$ cat config.mk
export PLATFORM = sky130hd
export DESIGN_NAME = serial_digit_adder
export DESIGN_NICKNAME = d
export VERILOG_FILES = /design/src/rtl/serial_digit_adder_pkg.sv /design/src/rtl/serial_digit_adder_digit_adder.sv /design/src/rtl/serial_digit_adder.sv
export SDC_FILE = /design/constraint.sdc
export NUM_CORES = 1
export LEC_CHECK = 0
export ABC_CLOCK_PERIOD_IN_PS = 2100
export CAP_MARGIN = 10
export CORE_ASPECT_RATIO = 0.5
export CORE_MARGIN = 2
export CORE_UTILIZATION = 45
export CTS_BUF_LIST = sky130_fd_sc_hd__clkbuf_16
export CTS_CLUSTER_SIZE = 28
export DETAILED_ROUTE_END_ITERATION = 16
export PLACE_DENSITY = 0.85
export SYNTH_ARGS = -nofsm -noshare
export SYNTH_HDL_FRONTEND = slang
export SYNTH_HIERARCHICAL = 1
export SYNTH_SLANG_ARGS = --single-unit
$ cat constraint.sdc
create_clock -name clk -period 2.1 [get_ports clk]
set_clock_uncertainty 0.2 [all_clocks]
set_input_delay 0.315 -clock clk [delete_from_list [all_inputs] [get_ports clk]]
set_output_delay 0.315 -clock clk [all_outputs]
set_load 0.01 [all_outputs]
$ cat src/rtl/serial_digit_adder_pkg.sv
// Shared types and helpers for the digit-serial adder.
// FSM state encoding and slice-counter sizing.
package serial_digit_adder_pkg;

    typedef enum logic [1:0] {
        IDLE = 2'd0,
        RUN  = 2'd1,
        DONE = 2'd2
    } state_t;

    // Slice counter never narrower than one bit, even for a single-slice adder.
    function automatic int cnt_width(input int width, input int digit);
        int n;
        n = width / digit;
        return (n <= 1) ? 1 : $clog2(n);
    endfunction

endpackage

$ cat src/rtl/serial_digit_adder_digit_adder.sv
// DIGIT-bit combinational ripple-carry adder.
// Used as the single per-cycle slice adder of serial_digit_adder.
module digit_adder #(
    parameter int DIGIT = 4
) (
    input  logic [DIGIT-1:0] a,
    input  logic [DIGIT-1:0] b,
    input  logic             cin,
    output logic [DIGIT-1:0] sum,
    output logic             cout
);

    logic [DIGIT:0] carry;

    assign carry[0] = cin;

    for (genvar i = 0; i < DIGIT; i++) begin : g_bit
        assign sum[i]       = a[i] ^ b[i] ^ carry[i];
        assign carry[i+1]   = (a[i] & b[i]) | (a[i] & carry[i]) | (b[i] & carry[i]);
    end

    assign cout = carry[DIGIT];

endmodule

$ cat src/rtl/serial_digit_adder.sv
// Digit-serial adder: adds a + b + cin one DIGIT slice per clock, LSB slice first.
// Optional subtract mode is enabled with the SERIAL_DIGIT_ADDER_SUB_EN macro.
//
// state | meaning
// IDLE  | in_ready high, waiting for operands
// RUN   | one slice added per cycle, N cycles
// DONE  | out_valid high, result held until out_ready
module serial_digit_adder
    import serial_digit_adder_pkg::*;
#(
    parameter int WIDTH = 32,
    parameter int DIGIT = 4
) (
    input  logic             clk,
    input  logic             rst_n,
    input  logic             in_valid,
    output logic             in_ready,
    input  logic [WIDTH-1:0] a,
    input  logic [WIDTH-1:0] b,
    input  logic             cin,
`ifdef SERIAL_DIGIT_ADDER_SUB_EN
    input  logic             sub,
`endif
    output logic             out_valid,
    input  logic             out_ready,
    output logic [WIDTH-1:0] sum,
    output logic             cout
);

    localparam int N  = WIDTH / DIGIT;
    localparam int CW = cnt_width(WIDTH, DIGIT);

    if ((DIGIT < 1) || (DIGIT > WIDTH) || ((WIDTH % DIGIT) != 0)) begin : g_param_check
        $error("serial_digit_adder: WIDTH must be a non-zero multiple of DIGIT");
    end

    state_t           state;
    state_t           state_nxt;
    logic [CW-1:0]    cnt;
    logic [WIDTH-1:0] a_r;
    logic [WIDTH-1:0] b_r;
    logic [WIDTH-1:0] sum_r;
    logic             carry_r;
    logic             last;
    logic [DIGIT-1:0] slice_sum;
    logic             slice_cout;
    logic [WIDTH-1:0] b_in;
    logic             cin_in;
    logic [WIDTH-1:0] a_shift;
    logic [WIDTH-1:0] b_shift;
    logic [WIDTH-1:0] sum_shift;

`ifdef SERIAL_DIGIT_ADDER_SUB_EN
    // Two's-complement subtract: a + ~b + ~cin, so cout=1 means no borrow.
    assign b_in   = sub ? ~b : b;
    assign cin_in = cin ^ sub;
`else
    assign b_in   = b;
    assign cin_in = cin;
`endif

    assign last = (cnt == CW'(N - 1));

    digit_adder #(
        .DIGIT (DIGIT)
    ) u_digit (
        .a    (a_r[DIGIT-1:0]),
        .b    (b_r[DIGIT-1:0]),
        .cin  (carry_r),
        .sum  (slice_sum),
        .cout (slice_cout)
    );

    // Operands shift right each slice; results enter sum from the MSB end.
    if (N == 1) begin : g_single
        assign a_shift   = '0;
        assign b_shift   = '0;
        assign sum_shift = slice_sum;
    end else begin : g_multi
        assign a_shift   = {{DIGIT{1'b0}}, a_r[WIDTH-1:DIGIT]};
        assign b_shift   = {{DIGIT{1'b0}}, b_r[WIDTH-1:DIGIT]};
        assign sum_shift = {slice_sum, sum_r[WIDTH-1:DIGIT]};
    end

    always_ff @(posedge clk or negedge rst_n) begin
        if (!rst_n) begin
            state <= IDLE;
        end else begin
            state <= state_nxt;
        end
    end

    always_comb begin
        state_nxt = state;
        case (state)
            IDLE:    if (in_valid)  state_nxt = RUN;
            RUN:     if (last)      state_nxt = DONE;
            DONE:    if (out_ready) state_nxt = IDLE;
            default:                state_nxt = IDLE;
        endcase
    end

    always_comb begin
        in_ready  = (state == IDLE);
        out_valid = (state == DONE);
    end

    always_ff @(posedge clk or negedge rst_n) begin
        if (!rst_n) begin
            a_r     <= '0;
            b_r     <= '0;
            sum_r   <= '0;
            carry_r <= 1'b0;
            cnt     <= '0;
        end else begin
            case (state)
                IDLE: begin
                    if (in_valid) begin
                        a_r     <= a;
                        b_r     <= b_in;
                        carry_r <= cin_in;
                        cnt     <= '0;
                    end
                end
                RUN: begin
                    a_r     <= a_shift;
                    b_r     <= b_shift;
                    sum_r   <= sum_shift;
                    carry_r <= slice_cout;
                    cnt     <= last ? '0 : cnt + 1'b1;
                end
                default: ;
            endcase
        end
    end

    assign sum  = sum_r;
    assign cout = carry_r;

endmodule

==> impl_metrics.ini, run 1 <==
[run_status]
status = finished with violations
violations = negative setup slack

[global_routing]
grt_pass1_vias = 3633
grt_max_degree = 55
grt_pass1_wl_mm = 17.53
busiest_layer = met2
use_met1_pct = 28.55
antenna_found_initial = 0
track_usage_pct = 21.07
grt-ovfl-total = 0
grtUsageMet3_pct = 4.765
met2_usage_pct = 34.60

[pwr]
switching_share_pct = 37.13
powerDensity_nw_per_um2 = 1474
clkPwrFrac_pct = 16.8
max-vdd-ir-drop_v = 0.0006682
sequentialPowerShare_pct = 40.9
p_sw_mw = 3.222
p_comb_share_pct = 42.3
intPower_mw = 5.455
p_leak_nw = 2.580

[floorplan]
dieArea_sq_um = 10740
coreArea_sq_um = 9509
fp.dieH_um = 74.29
initial_core_util_pct = 46.76
top_level_ports = 104
rows = 25
fp.dieW_um = 144.6

[finish]
area_delta_synth_final_pct = 32.33
fin_util_pct = 61.88
multi_input_area_sq_um = 1623
seq_area_sq_um = 2555
nFillCells = 777
drive_gt1_share_pct = 10.00
nets = 631
n_antenna_cell = 0

[cts]
cts_tree = yes
root_buffer = clkbuf_16
clock_latency_ns = 0.33
cts.sinks = 102
path_clk_slew_ns = 0.06
htree_levels = 3
cts.path.max_buffers = 2
cts_buffers = 9

[critical_path]
worst_setup_path_end_kind = flop
worstSetupPathType = reg2reg
r2r_slack_ns = -0.16
cp.required_ns = 2.17
critPathLaunchType = flop
cp_max_fo = 2
critPathArrivalTime_ns = 2.32

[yosys]
yosysWarningCount = 6
synth.distinct_cells = 28
yosysTopAreaCell = dfrtp_1
synth_top_area_share_pct = 57.40
synth_area_leaders = dfrtp_1 (57%), o22ai_1 (10%), nand2_1 (8.6%)
synthesis.area_sq_um = 4447
avgSynthCellArea_sq_um = 9.795
ys_seq_area_share_pct = 57.40
syn_nets = 529
synth.ff_latch_count = 102
synthCells = 454

[detailed_routing]
avgRoutedWirePerCell_um = 15.44
dr.pass1.iters = 4
avgViaCountPerCell = 5.387
drt-initial-drc-count = 269
drcViolationCount = 0
drt-total-wl_mm = 10.73
route.vias.total = 3744
ant_nets = 0

[timing]
slew_headroom_pct = 61.33
period_share_pct = 107.5
max_freq_ghz = 0.4428
hold_viol_final = 0
setup_viol = 2
min_period_ns = 2.258
worst_pin_slew_ns = 0.5792
rsz0062_at_grt = yes
fin_hold_ws_ns = 0.1785
slew_violations = 0
fin_ws_ns = -0.1584

[min_path]
hp-class = in2async

[run]
cap_violations = 0

[place]
gp_congestion = 0.7897
portBuffers = 103
dp_hpwl_mm = 7.285
==> synthesized netlist by cell type <==
library cell    n
a21oi_1        54
a22o_1          5
a32o_1          1
and2b_1         1
buf_1           1
buf_2          14
buf_4          11
buf_6           6
clkbuf_1        4
dfrtp_1       102
fa_1            4
ha_1            2
inv_1          10
inv_2           2
nand2_1       102
nand2b_1        3
nand2b_4        1
nand3b_1        4
nor2_1         35
nor2_2          1
nor2b_1         1
o21ai_0         4
o21ai_1         4
o21ba_1         1
o21bai_2        1
o221a_2         4
o22ai_1        74
o31ai_1         2
==> state kept, by name (all words and copies together), names as in the netlist <==
name   count
a_r       32
b_r       32
cnt        3
cout       1
state      2
sum       32
==> layout by cell type, fill, tap and decap left out, types with 2 or more instances in the layout <==
master and count:
dfrtp_1 100, clkdlybuf4s50_1 102, o21ai_1 4, a21oi_1 54
clkinv_1 2, nand2b_1 2, buf_4 22, buf_12 2
inv_2 6, dfrtp_2 2, nand3b_1 4, ha_1 2
nand2_1 102, o31ai_1 2, clkinvlp_4 2, clkbuf_16 9
o22ai_1 74, fa_2 3, o221a_2 4, o21ai_0 4
inv_1 7, a22o_1 5, nor2_1 35
==> what timing repair did <==
action,4_1_cts,5_1_grt
endpoints found under the setup margin,4,4
endpoints found under the hold margin,102,0
pin swaps,1,0
setup buffers,0,5
resized for setup,4,2
hold buffers,1,0
==> kinds of logic after synthesis <==
kind of cell	Yosys count	share of synthesized area (%)
AOI/OAI and AO/OA	150	20.43
and+or+nand+nor	148	13.42
DFF	102	57.40
buffers and inverters	48	6.387
adders and majority gates	6	2.364
==> through the flow <==
stage	TNS [ns]	area, sq um	power, mW	instances	setup WS [ns]
after floorplan	-0.08978	4452	5.797	454	-0.08654
after global placement	-0.07653	5575	7.011	674	-0.06724
after detailed placement	-0.3388	5575	7.199	674	-0.1900
after CTS	-0.2859	5846	8.683	690	-0.1783
after global routing	-0.3690	5884	9.348	695	-0.2243
final	-0.2388	5884	8.676	695	-0.1584
==> worst max-delay path, stage by stage, from the launching register on <==
cell,delay [ns]
dfrtp_1,0.39
inv_2,0.07
fa_2,0.20
inv_2,0.05
fa_2,0.34
fa_2,0.34
inv_2,0.06
fa_1,0.39
inv_1,0.06
nand2_1,0.05
nand2_1,0.06
==> per-layer routing <==
| layer | vias up | part of all wire [%] |
|---|---|---|
| met5 | - | 0 |
| met4 | 0 | 1.5 |
| met3 | 16 | 4.0 |
| met2 | 113 | 49 |
| met1 | 1821 | 46 |
| li1 | 1794 | - |
==> power by group through the flow <==
| stage | logic (mW) | registers [mW] | clock network, mW |
|---|---|---|---|
| after floorplan | 2.28 | 3.51 | 0 |
| after global placement | 3.46 | 3.55 | 0 |
| after detailed placement | 3.62 | 3.58 | 0 |
| after CTS | 3.64 | 3.56 | 1.48 |
| after global routing | 4.09 | 3.67 | 1.58 |
| final | 3.67 | 3.55 | 1.46 |
==> worst paths after layout <==
path | startpoint | to | cells past startpoint
min in group clk | sum[2] | sum[2] | 2
worst max-delay path | a_r[0] | sum[31] | 10
worst max register to register | a_r[0] | sum[31] | 10
worst min register to register | sum[2] | sum[2] | 2
max in group asynchronous | rst_n | sum[13] | 3
worst min-delay path | rst_n | b_r[29] | 2
==> area by class of cell <==
type | count | area share [%]
clock buffer | 9 | 3.827
clock inverter | 6 | 0.5316
inverter | 12 | 0.7655
multi-input combinational | 304 | 27.58
sequential | 102 | 43.42
tap | 135 | 2.871
timing repair buffer | 127 | 21.01
Power figures use the tool's default switching activity.
==> run 2: changes to the inputs <==
- ABC_CLOCK_PERIOD_IN_PS: 2100 -> 2800
- CORE_UTILIZATION: 45 -> 54
- PLACE_DENSITY: 0.85 -> 0.94
- clock period: 2.1 -> 2.8 ns (I/O delays scaled with it)
==> run 2 against run 1 <==
Net effect: the flow now finishes without violations; cell area shrank 1.3%; clock power shrank 12%; utilization grew 11 points; non-clock buffer count shrank 11; cell count shrank 4.9%; sequential cell count is the same; via count grew 2.4%; highest routed layer unchanged; global-route usage grew 5.0 points; clock-buffer cell count is the same; sequential power shrank 24%; largest cell class unchanged; critical endpoint is now in_ready.
==> impl_metrics.ini, run 2 (synthesis results as in run 1) <==
[detailed_routing]
avgRoutedWirePerCell_um = 16.98
avgViaCountPerCell = 5.799
drt-initial-drc-count = 422
dr.pass1.iters = 5
drt-total-wl_mm = 11.23
ant_nets = 0
drcViolationCount = 0
route.vias.total = 3833

[finish]
nFillCells = 573
multi_input_area_sq_um = 1615
drive_gt1_share_pct = 6.922
nets = 620
final_cell_mix = nand2_1 (102), dfrtp_1 (102), clkdlybuf4s50_1 (102), o22ai_1 (74), a21oi_1 (54)
n_antenna_cell = 0
area_delta_synth_final_pct = 30.67
seq_area_sq_um = 2552

[min_path]
hp-start = sum[0]
hp-class = reg2reg

[critical_path]
cp.required_ns = 2.18
critPathArrivalTime_ns = 1.83
critPathLaunchType = flop
slowest_delay_ns = 0.59
cp_cell_sequence = nor2_2 > clkdlybuf4s50_1
slowest_stage = clkdlybuf4s50_1
cp_max_fo = 16
critPathTopFamily = buffers and inverters
startpoint = state[0]
r2r-start = a_r[0]
critical_path_buf_inv_count = 1
worst_setup_path_end_kind = output pin
worstSetupPathType = reg2out

[cts]
cts.path.max_buffers = 2
cts_resized = 0
cts_tree = yes
cts.sinks = 102
clock_latency_ns = 0.34
path_clk_slew_ns = 0.07
cts_buffers = 9
htree_levels = 3
root_buffer = clkbuf_16
post-cts-setup-buffers = 0

[global_routing]
grt-ovfl-total = 0
track_usage_pct = 26.09
grt_pass1_vias = 3710
grt_pass1_wl_mm = 18.26
antenna_found_initial = 0
grt_max_degree = 55

[floorplan]
fp.dieW_um = 132.3
dieArea_sq_um = 9021
coreArea_sq_um = 8000
top_level_ports = 104
fp.dieH_um = 68.17
rows = 23
initial_core_util_pct = 55.58

[timing]
period_share_pct = 87.32
setup-tns-final_ns = 0
slew_headroom_pct = 61.42
rsz0062_at_grt = no
fin_ws_ns = 0.3549
max_freq_ghz = 0.4090
setup_viol = 0
slew_violations = 0
hold_viol_final = 0
worst_pin_slew_ns = 0.5787
min_period_ns = 2.445

[pwr]
p_leak_nw = 2.569
max-vdd-ir-drop_v = 0.0004704
powerDensity_nw_per_um2 = 1149

[place]
dp_hpwl_mm = 7.329
dp_slack_ns = 0.4431
portBuffers = 103
gp_congestion = 0.8257

[run]
cap_violations = 0

[run_status]
status = complete, no violations
==> run 2: cell count changes in the layout (fill, tap and decap cells not counted), sizes merged <==
| cell | previous run | this run |
|---|---|---|
| buf | 24 | 13 |
| bufinv | 0 | 2 |
| clkinvlp | 2 | 0 |
==> run 2: repair_timing <==
action                                  4_1_cts  5_1_grt
hold endpoints to repair                     43        0
endpoints found under the setup margin        0        0
hold buffers                                  1        0
==> run 2: area by class of cell <==
class,instances,share of cell area [%]
inverter,12,0.7752
clock buffer,9,3.876
sequential,102,43.93
multi-input combinational,304,27.80
tap,112,2.412
timing repair buffer,116,19.85
clock inverter,6,1.357
==> run 2: stage by stage <==
step,cells,cell area (sq um),total power [mW],utilization [%],hold WS (ns)
2_1_floorplan,454,4447,4.338,-,-0.07559
3_3_place_gp,645,5497,5.168,68.71,0.2576
3_5_place_dp,645,5497,5.335,68.71,0.2590
4_1_cts,661,5811,6.671,72.63,0.2862
5_1_grt,661,5811,7.123,72.63,0.3244
6_report,661,5811,6.674,72.63,0.2799
==> run 2: layer usage <==
metal	global-route usage [%]	wire length, um
met5	0	0
met4	10.22	212
met3	5.259	576
met2	43.59	5629
met1	34.68	4807
==> run 2: worst paths after layout <==
| kind | to | slack (ns) | cells past startpoint |
|---|---|---|---|
| worst min register to register | sum[0] | 0.28 | 2 |
| min in group asynchronous | b_r[26] | 0.42 | 2 |
| worst min-delay path | sum[0] | 0.28 | 2 |
| worst max register to register | sum[31] | 0.41 | 10 |
| max in group asynchronous | sum[9] | 1.31 | 3 |
| worst max-delay path | in_ready | 0.35 | 2 |
==> run 2: power by group <==
part | switching [mW] | leakage [nW] | total (mW) | internal, mW
combinational | 1.41 | 1.19 | 2.67 | 1.26
sequential | 0.548 | 1.22 | 2.71 | 2.17
clock | 0.525 | 0.156 | 1.29 | 0.770
==> run 2: worst reg2reg max path, cell delays in order (launching register included) <==
cell and delay [ns]:
dfrtp_1 0.40, inv_1 0.09, fa_1 0.18, inv_1 0.05, fa_1 0.37, fa_1 0.36
inv_1 0.08, fa_1 0.41, inv_1 0.07, nand2_1 0.05, nand2_1 0.07
